`src/rtl/audio_pkg.sv`:
```
`default_nettype none
// +-----------------------------------------------------------------------+
// | Module   : audio_pkg                                                  |
// | Purpose  : Shared audio-path constants, types and the DAC normaliser.  |
// | Revision : 1.0                                                        |
// +-----------------------------------------------------------------------+
package audio_pkg;

    localparam int unsigned FRAME_LEN        = 512;
    localparam int unsigned BCLK_DIV         = 8;
    localparam int unsigned I2S_SLOT_BITS    = 32;
    localparam int unsigned DAC_DATA_BITS    = 24;
    localparam int unsigned INTERP_DATA_BITS = 34;

    localparam int unsigned FRAME_CNT_BITS   = $clog2(FRAME_LEN);
    localparam int unsigned BCLK_PHASE_BITS  = $clog2(BCLK_DIV);
    localparam int unsigned SLOT_IDX_BITS    = $clog2(I2S_SLOT_BITS);

    typedef logic        [DAC_DATA_BITS-1:0]    dac_word_t;
    typedef logic signed [INTERP_DATA_BITS-1:0] interp_word_t;

    typedef struct packed {
        dac_word_t left;
        dac_word_t right;
    } stereo_word_t;

    localparam interp_word_t c_SAT_MAX = 34'sh0_007F_FFFF;
    localparam interp_word_t c_SAT_MIN = 34'sh3_FF80_0000;
    localparam dac_word_t    c_DAC_MAX = 24'h7F_FFFF;
    localparam dac_word_t    c_DAC_MIN = 24'h80_0000;

    // Arithmetic right shift followed by saturation to the DAC word range.
    function automatic dac_word_t normalise(input interp_word_t din,
                                            input logic [3:0]   shift);
        interp_word_t x;
        x = din >>> shift;
        if (x > c_SAT_MAX) begin
            normalise = c_DAC_MAX;
        end else if (x < c_SAT_MIN) begin
            normalise = c_DAC_MIN;
        end else begin
            normalise = x[DAC_DATA_BITS-1:0];
        end
    endfunction

endpackage
`default_nettype wire

```
`src/rtl/i2s_frame_timer.sv`:
```
`default_nettype none
// +-----------------------------------------------------------------------+
// | Module   : i2s_frame_timer                                            |
// | Purpose  : Frame counter, I2S bit/word clocks, load and bit strobes.   |
// | Revision : 1.0                                                        |
// +-----------------------------------------------------------------------+
module i2s_frame_timer
    import audio_pkg::*;
(
    input  logic                      clk,
    input  logic                      reset,
    input  logic                      run,
    output logic [FRAME_CNT_BITS-1:0] frame_cnt,
    output logic                      load,
    output logic                      bit_strobe,
    output logic                      bclk_out,
    output logic                      lrclk_out
);

    logic [FRAME_CNT_BITS-1:0] r_frame_cnt;
    logic                      r_bclk;
    logic                      r_lrclk;

    // Clocks are registered copies of the counter, so they lag it by one cycle.
    always_ff @(posedge clk) begin
        if (reset || !run) begin
            r_frame_cnt <= '0;
            r_bclk      <= 1'b0;
            r_lrclk     <= 1'b0;
        end else begin
            r_frame_cnt <= r_frame_cnt + FRAME_CNT_BITS'(1);
            r_bclk      <= r_frame_cnt[BCLK_PHASE_BITS-1];
            r_lrclk     <= r_frame_cnt[FRAME_CNT_BITS-1];
        end
    end

    assign frame_cnt  = r_frame_cnt;
    assign load       = run && (r_frame_cnt == FRAME_CNT_BITS'(FRAME_LEN - 1));
    assign bit_strobe = run && (r_frame_cnt[BCLK_PHASE_BITS-1:0] == '0);
    assign bclk_out   = r_bclk;
    assign lrclk_out  = r_lrclk;

endmodule
`default_nettype wire

```
`src/rtl/i2s_dac_transmitter.sv`:
```
`default_nettype none
// +-----------------------------------------------------------------------+
// | Module   : i2s_dac_transmitter                                        |
// | Purpose  : Normalise/saturate stereo samples and serialise them as I2S.|
// | Revision : 1.0                                                        |
// +-----------------------------------------------------------------------+
module i2s_dac_transmitter
    import audio_pkg::*;
(
    input  logic                        clk,
    input  logic                        reset,
    input  logic                        run,
    input  logic                        din_valid,
    input  logic [INTERP_DATA_BITS-1:0] l_data_in,
    input  logic [INTERP_DATA_BITS-1:0] r_data_in,
    input  logic [3:0]                  gain_shift,
    input  logic                        status_clr,
    output logic                        bclk_out,
    output logic                        lrclk_out,
    output logic                        sdata_out,
    output logic                        underrun,
    output logic                        overrun,
    output logic [15:0]                 test_data
);

    logic [FRAME_CNT_BITS-1:0] w_frame_cnt;
    logic                      w_load;
    logic                      w_bit_strobe;
    logic [SLOT_IDX_BITS-1:0]  w_slot;
    logic                      w_chan;
    logic                      w_data_slot;
    logic                      w_set_underrun;
    logic                      w_set_overrun;
    stereo_word_t              w_norm;

    stereo_word_t              r_hold;
    stereo_word_t              r_shift;
    logic                      r_pending;
    logic                      r_sdata;
    logic                      r_underrun;
    logic                      r_overrun;

    i2s_frame_timer u_timer (
        .clk        (clk),
        .reset      (reset),
        .run        (run),
        .frame_cnt  (w_frame_cnt),
        .load       (w_load),
        .bit_strobe (w_bit_strobe),
        .bclk_out   (bclk_out),
        .lrclk_out  (lrclk_out)
    );

    always_comb begin
        w_norm.left  = normalise(interp_word_t'(l_data_in), gain_shift);
        w_norm.right = normalise(interp_word_t'(r_data_in), gain_shift);
    end

    assign w_slot      = w_frame_cnt[FRAME_CNT_BITS-2:BCLK_PHASE_BITS];
    assign w_chan      = w_frame_cnt[FRAME_CNT_BITS-1];
    assign w_data_slot = (w_slot != '0) && (w_slot <= SLOT_IDX_BITS'(DAC_DATA_BITS));

    assign w_set_underrun = w_load && !r_pending && !din_valid;
    assign w_set_overrun  = run && din_valid && r_pending && !w_load;

    // Shift registers rotate rather than shift: after 24 bits each channel is
    // back to its loaded value, which makes an underrun "reload" free.
    // The load point (count 511) never coincides with a bit strobe.
    always_ff @(posedge clk) begin
        if (reset) begin
            r_hold    <= '0;
            r_shift   <= '0;
            r_pending <= 1'b0;
            r_sdata   <= 1'b0;
        end else if (!run) begin
            r_shift   <= '0;
            r_pending <= 1'b0;
            r_sdata   <= 1'b0;
        end else begin
            if (din_valid) begin
                r_hold <= w_norm;
            end
            if (w_load) begin
                r_pending <= r_pending && din_valid;
                if (r_pending) begin
                    r_shift <= r_hold;
                end else if (din_valid) begin
                    r_shift <= w_norm;
                end
            end else begin
                if (din_valid) begin
                    r_pending <= 1'b1;
                end
                if (w_bit_strobe) begin
                    if (!w_data_slot) begin
                        r_sdata <= 1'b0;
                    end else if (w_chan) begin
                        r_sdata       <= r_shift.right[DAC_DATA_BITS-1];
                        r_shift.right <= {r_shift.right[DAC_DATA_BITS-2:0],
                                          r_shift.right[DAC_DATA_BITS-1]};
                    end else begin
                        r_sdata      <= r_shift.left[DAC_DATA_BITS-1];
                        r_shift.left <= {r_shift.left[DAC_DATA_BITS-2:0],
                                         r_shift.left[DAC_DATA_BITS-1]};
                    end
                end
            end
        end
    end

    // A set event in the same cycle as a clear wins.
    always_ff @(posedge clk) begin
        if (reset) begin
            r_underrun <= 1'b0;
            r_overrun  <= 1'b0;
        end else begin
            r_underrun <= w_set_underrun | (r_underrun & ~status_clr);
            r_overrun  <= w_set_overrun  | (r_overrun  & ~status_clr);
        end
    end

    assign sdata_out = r_sdata;
    assign underrun  = r_underrun;
    assign overrun   = r_overrun;
    assign test_data = {w_frame_cnt, r_pending, r_underrun, r_overrun, 4'b0000};

endmodule
`default_nettype wire

```
`config.mk`:
```
export PLATFORM = sky130hd
export DESIGN_NAME = i2s_dac_transmitter
export DESIGN_NICKNAME = d
export VERILOG_FILES = /design/src/rtl/audio_pkg.sv /design/src/rtl/i2s_frame_timer.sv /design/src/rtl/i2s_dac_transmitter.sv
export SDC_FILE = /design/constraint.sdc
export NUM_CORES = 1
export LEC_CHECK = 0
export CAP_MARGIN = 10
export CORE_UTILIZATION = 45
export DETAILED_ROUTE_END_ITERATION = 8
export PLACE_DENSITY_LB_ADDON = 0.15
export SYNTH_ARGS = -nofsm -noshare
export SYNTH_HDL_FRONTEND = slang
export SYNTH_SLANG_ARGS = --single-unit
```
`constraint.sdc`:
```
create_clock -name clk -period 3.07 [get_ports clk]
set_input_delay 0.307 -clock clk [delete_from_list [all_inputs] [get_ports clk]]
set_output_delay 0.307 -clock clk [all_outputs]
set_load 0.02 [all_outputs]
```
==> results of run 1 <==
-- per-stage QoR --
| stage | setup slack, ns | std cells | TNS (ns) | hold slack, ns | util, % |
|---|---|---|---|---|---|
| floorplan | 0.308 | 1022 | 0 | 0.417 | - |
| global placement | 0.0692 | 1310 | 0 | 0.427 | 52.2 |
| detailed placement | -0.0255 | 1310 | -0.0440 | 0.434 | 52.2 |
| CTS | 0.211 | 1326 | 0 | 0.453 | 53.7 |
| global route | 0.0116 | 1326 | 0 | 0.482 | 53.7 |
| finish | 0.220 | 1326 | 0 | 0.453 | 53.7 |
-- cells by family (layout without fill, tap and decap cells) --
| logic type | after synthesis | count (layout) | synth area share [%] |
|---|---|---|---|
| compound gates | 295 | 295 | 24.1 |
| buf+inv | 118 | 162 | 7.15 |
| simple gates | 354 | 354 | 18.6 |
| flops | 111 | 111 | 25.2 |
| fa+ha+maj | 3 | 3 | 0.426 |
| xor+xnor | 6 | 6 | 0.597 |
| other cells | 1 | 4 | 0.0426 |
| mux | 131 | 131 | 23.8 |
-- per-layer routing --
layer  wire length (um)  global-route usage [%]  vias to the layer above
met3               1560                    3.10                       15
met2              10600                    36.9                      276
met1              11400                    36.6                     3811
li1                   -                       -                     3921
met4                255                    5.60                        0
met5                  0                       0                        -
-- final timing paths --
kind / to / depth (start not counted) / slack (ns)
max reg2reg: r_shift[3] / 11 / 0.22
min reg2reg: r_hold[18] / 2 / 0.45
min: r_hold[18] / 2 / 0.45
max: r_shift[3] / 11 / 0.22
-- Yosys cell counts, types with 3 or more instances --
cell,count
o41ai_1,3
buf_1,6
mux2_2,22
or3_1,3
buf_6,11
o21ai_1,3
a22o_1,14
o211ai_2,11
and2_1,9
nor2_4,3
ha_1,3
and3_1,48
a211oi_2,17
nor2b_1,7
buf_4,14
a211oi_1,9
o21ai_0,64
o211ai_1,17
o21a_1,3
inv_1,8
nand2_1,145
dfxtp_1,111
a221oi_1,14
mux4_1,9
a31oi_1,27
mux4_2,48
nand3_1,32
buf_2,15
clkbuf_1,61
a21oi_1,66
nand2b_1,4
o221ai_1,18
nor3_1,14
xnor2_1,3
mux2i_1,50
nor2_1,76
xor2_1,3
-- power breakdown --
part,internal [mW],switching [mW]
Clock,0.570,0.591
Sequential,1.48,0.0183
Combinational,0.449,0.564
Total,2.50,1.17
-- final cells by class --
type | instances | area [um^2]
Sequential cell | 111 | 2220
Clock buffer | 9 | 225
Inverter | 9 | 33.8
Fill cell | 1816 | 8780
Multi-Input combinational cell | 793 | 5970
Tap cell | 260 | 325
Timing Repair Buffer | 137 | 1330
Clock inverter | 7 | 60.1
-- worst max-delay path, delay by kind of cell (launching register included) --
kind	cells	cell delay, ns
AOI/OAI and AO/OA	3	0.77
buffers and inverters	1	0.20
adders and majority gates	2	0.45
and+or+nand+nor	5	0.96
DFF	1	0.36
-- cell usage in the layout (no fill, tap or decap), types with 11 or more instances in the layout --
cell type          n
o21ai_0           64
nand3_1           32
clkdlybuf4s50_1   89
a211oi_2          17
buf_4             39
nor3_1            14
mux4_2            48
mux2i_1           50
a22o_1            14
mux2_2            22
o221ai_1          18
nand2_1          145
a21oi_1           65
a221oi_1          14
a31oi_1           27
o211ai_1          17
nor2_1            75
o211ai_2          11
and3_1            48
dfxtp_1          111
-- flip-flops by register name, indices dropped and copies added, names as in the netlist --
name and cells:
u_timer.lrclk_out 1, overrun 1, underrun 1, r_hold 48, u_timer.frame_cnt 9, r_pending 1, sdata_out 1, r_shift 48
u_timer.bclk_out 1
==> metrics.md, run 1 <==
| Metric | Value |
|---|---|
| Slew Viols, Final | 0 |
| Starting density of the core | 46.5% |
| Slew headroom | 58.8% |
| Yosys top cell area share | 25.2% |
| Num Clock Sinks | 111 |
| Die ar. | 0.0201 mm^2 |
| Largest area contributor in the netlist | dfxtp_1 |
| Critical path class | register to register |
| Async S/R FF share, synth | 0% |
| Synth top area cells | dfxtp_1 25%, mux4_2 12%, nand2_1 6.2% |
| FP Rows | 50 |
| CP cell instances | ha_1, and3_1, and3_1, ha_1, nand4bb_1, a211oi_1, nor2_1, nor2_2, buf_4, o211ai_1, o41ai_1 |
| Die Ht | 142 um |
| Unrepaired setup endpoints after global routing | no |
| Placed Instance Area | 0.00989 mm^2 |
| Residual DRC | 0 |
| Final Setup Violations | 0 |
| Die width | 142 um |
| PwrDens | 361 mW/mm^2 |
| Io pins | 98 |
| Outcome | completed |
| Post-Synthesis Cells | 1019 |
| RR Startpoint | u_timer.frame_cnt[0] |
| Final nets | 1141 |
| Period utilization | 92.8% |
| Clk Tree Root Cell | clkbuf_16 |
| Total Power | 3.67 mW |
| CP required | 3.31 ns |
| Final hold violations | 0 |
| Post-route minimum period | 2.85 ns |
| Worst-Skew Late Latency | 0.36 ns |
| Cts bufs inserted | 9 |
| Synth cell types | 73 |
| Hold crit path type | register to register |
| Initial antenna violation count | 0 |
| CP max FO | 14 |
| Worst-case clock buffer depth | 2 |
| Final non-filler cell area | 0.0102 mm^2 |
| Crit path capture type | register |
| Max H-tree Level | 3 |
| VDD IR-drop max | 0.000275 V |
| Dominant synthesized flop cell | dfxtp_1 |
| Worst-margin pin slew | 0.614 ns |
| TritonRoute pass-1 iters | 5 |
| Syn avg cell area | 8.64 um^2 |
| Syn-to-layout area delta | 15.5% |
| CP max stage delay | 0.37 ns |
| Detail Route Antenna Nets | 0 |
| Static leakage | 3.83 nW |
| Startpoint types | register |
| Dpl hpwl | 16.7 mm |
| Post-Syn Area | 0.00881 mm^2 |
| Share of layout cells above drive strength 1 | 17.2% |
| Crit path DAT | 3.09 ns |
| # diodes | 0 |
| Peak Freq | 351 MHz |
| Post-synthesis sequential area ratio | 25.2% |
| Maxcap violations | 0 |
| CTS tree | built |
| First-pass GRT wire length | 39.3 mm |
| Startpoint of the most critical hold path | r_hold[18] |
| GRT Residual Overflow | 0 |
| Seq cells post-synth | 111 |
| Drt wl/cell | 17.9 um |
| CP max-delay cell | o41ai_1 |
| Core Footprint | 0.0190 mm^2 |
| Final wirelength | 23.8 mm |
| Critical path origin | u_timer.frame_cnt[0] |
| Post-CTS sizing | 0 |
| Largest net degree at the start of global routing | 57 |
| DR vias/cell | 6.05 |
| Global Route Usage Sum | 24.3% |
| Vias in the first global route | 7386 |
| Post-CTS Hold Buffers | 0 |
| Yosys warns | 0 |
| Clock slew at reported path FFs | 0.08 ns |
| Vias | 8023 |
| Drt initial violations | 513 |
| Postcts setup bufs | 0 |
| EDFF count, synth | 0 |
| IO Port Bufs | 93 |
| Routability Congestion | 0.898 |
| Final Skew | 0.00972 ns |
Note: power is estimated with default switching activity, not from simulation.
==> run 2: changes to the inputs <==
--- a/config.mk
+++ b/config.mk
@@ -8,6 +8,7 @@
 export CAP_MARGIN = 10
 export CORE_UTILIZATION = 45
 export DETAILED_ROUTE_END_ITERATION = 8
+export HOLD_SLACK_MARGIN = 0.06
 export PLACE_DENSITY_LB_ADDON = 0.15
 export SYNTH_ARGS = -nofsm -noshare
 export SYNTH_HDL_FRONTEND = slang
==> results of run 2 <==
Final layout, timing and power as in run 1 (identical DEF).
==> run 3: changes to the inputs <==
--- a/config.mk
+++ b/config.mk
@@ -8,8 +8,8 @@
 export CAP_MARGIN = 10
 export CORE_UTILIZATION = 45
 export DETAILED_ROUTE_END_ITERATION = 8
-export HOLD_SLACK_MARGIN = 0.06
 export PLACE_DENSITY_LB_ADDON = 0.15
+export SKIP_LAST_GASP = 1
 export SYNTH_ARGS = -nofsm -noshare
 export SYNTH_HDL_FRONTEND = slang
 export SYNTH_SLANG_ARGS = --single-unit
==> results of run 3 <==
Final layout, timing and power as in run 1 (identical DEF).
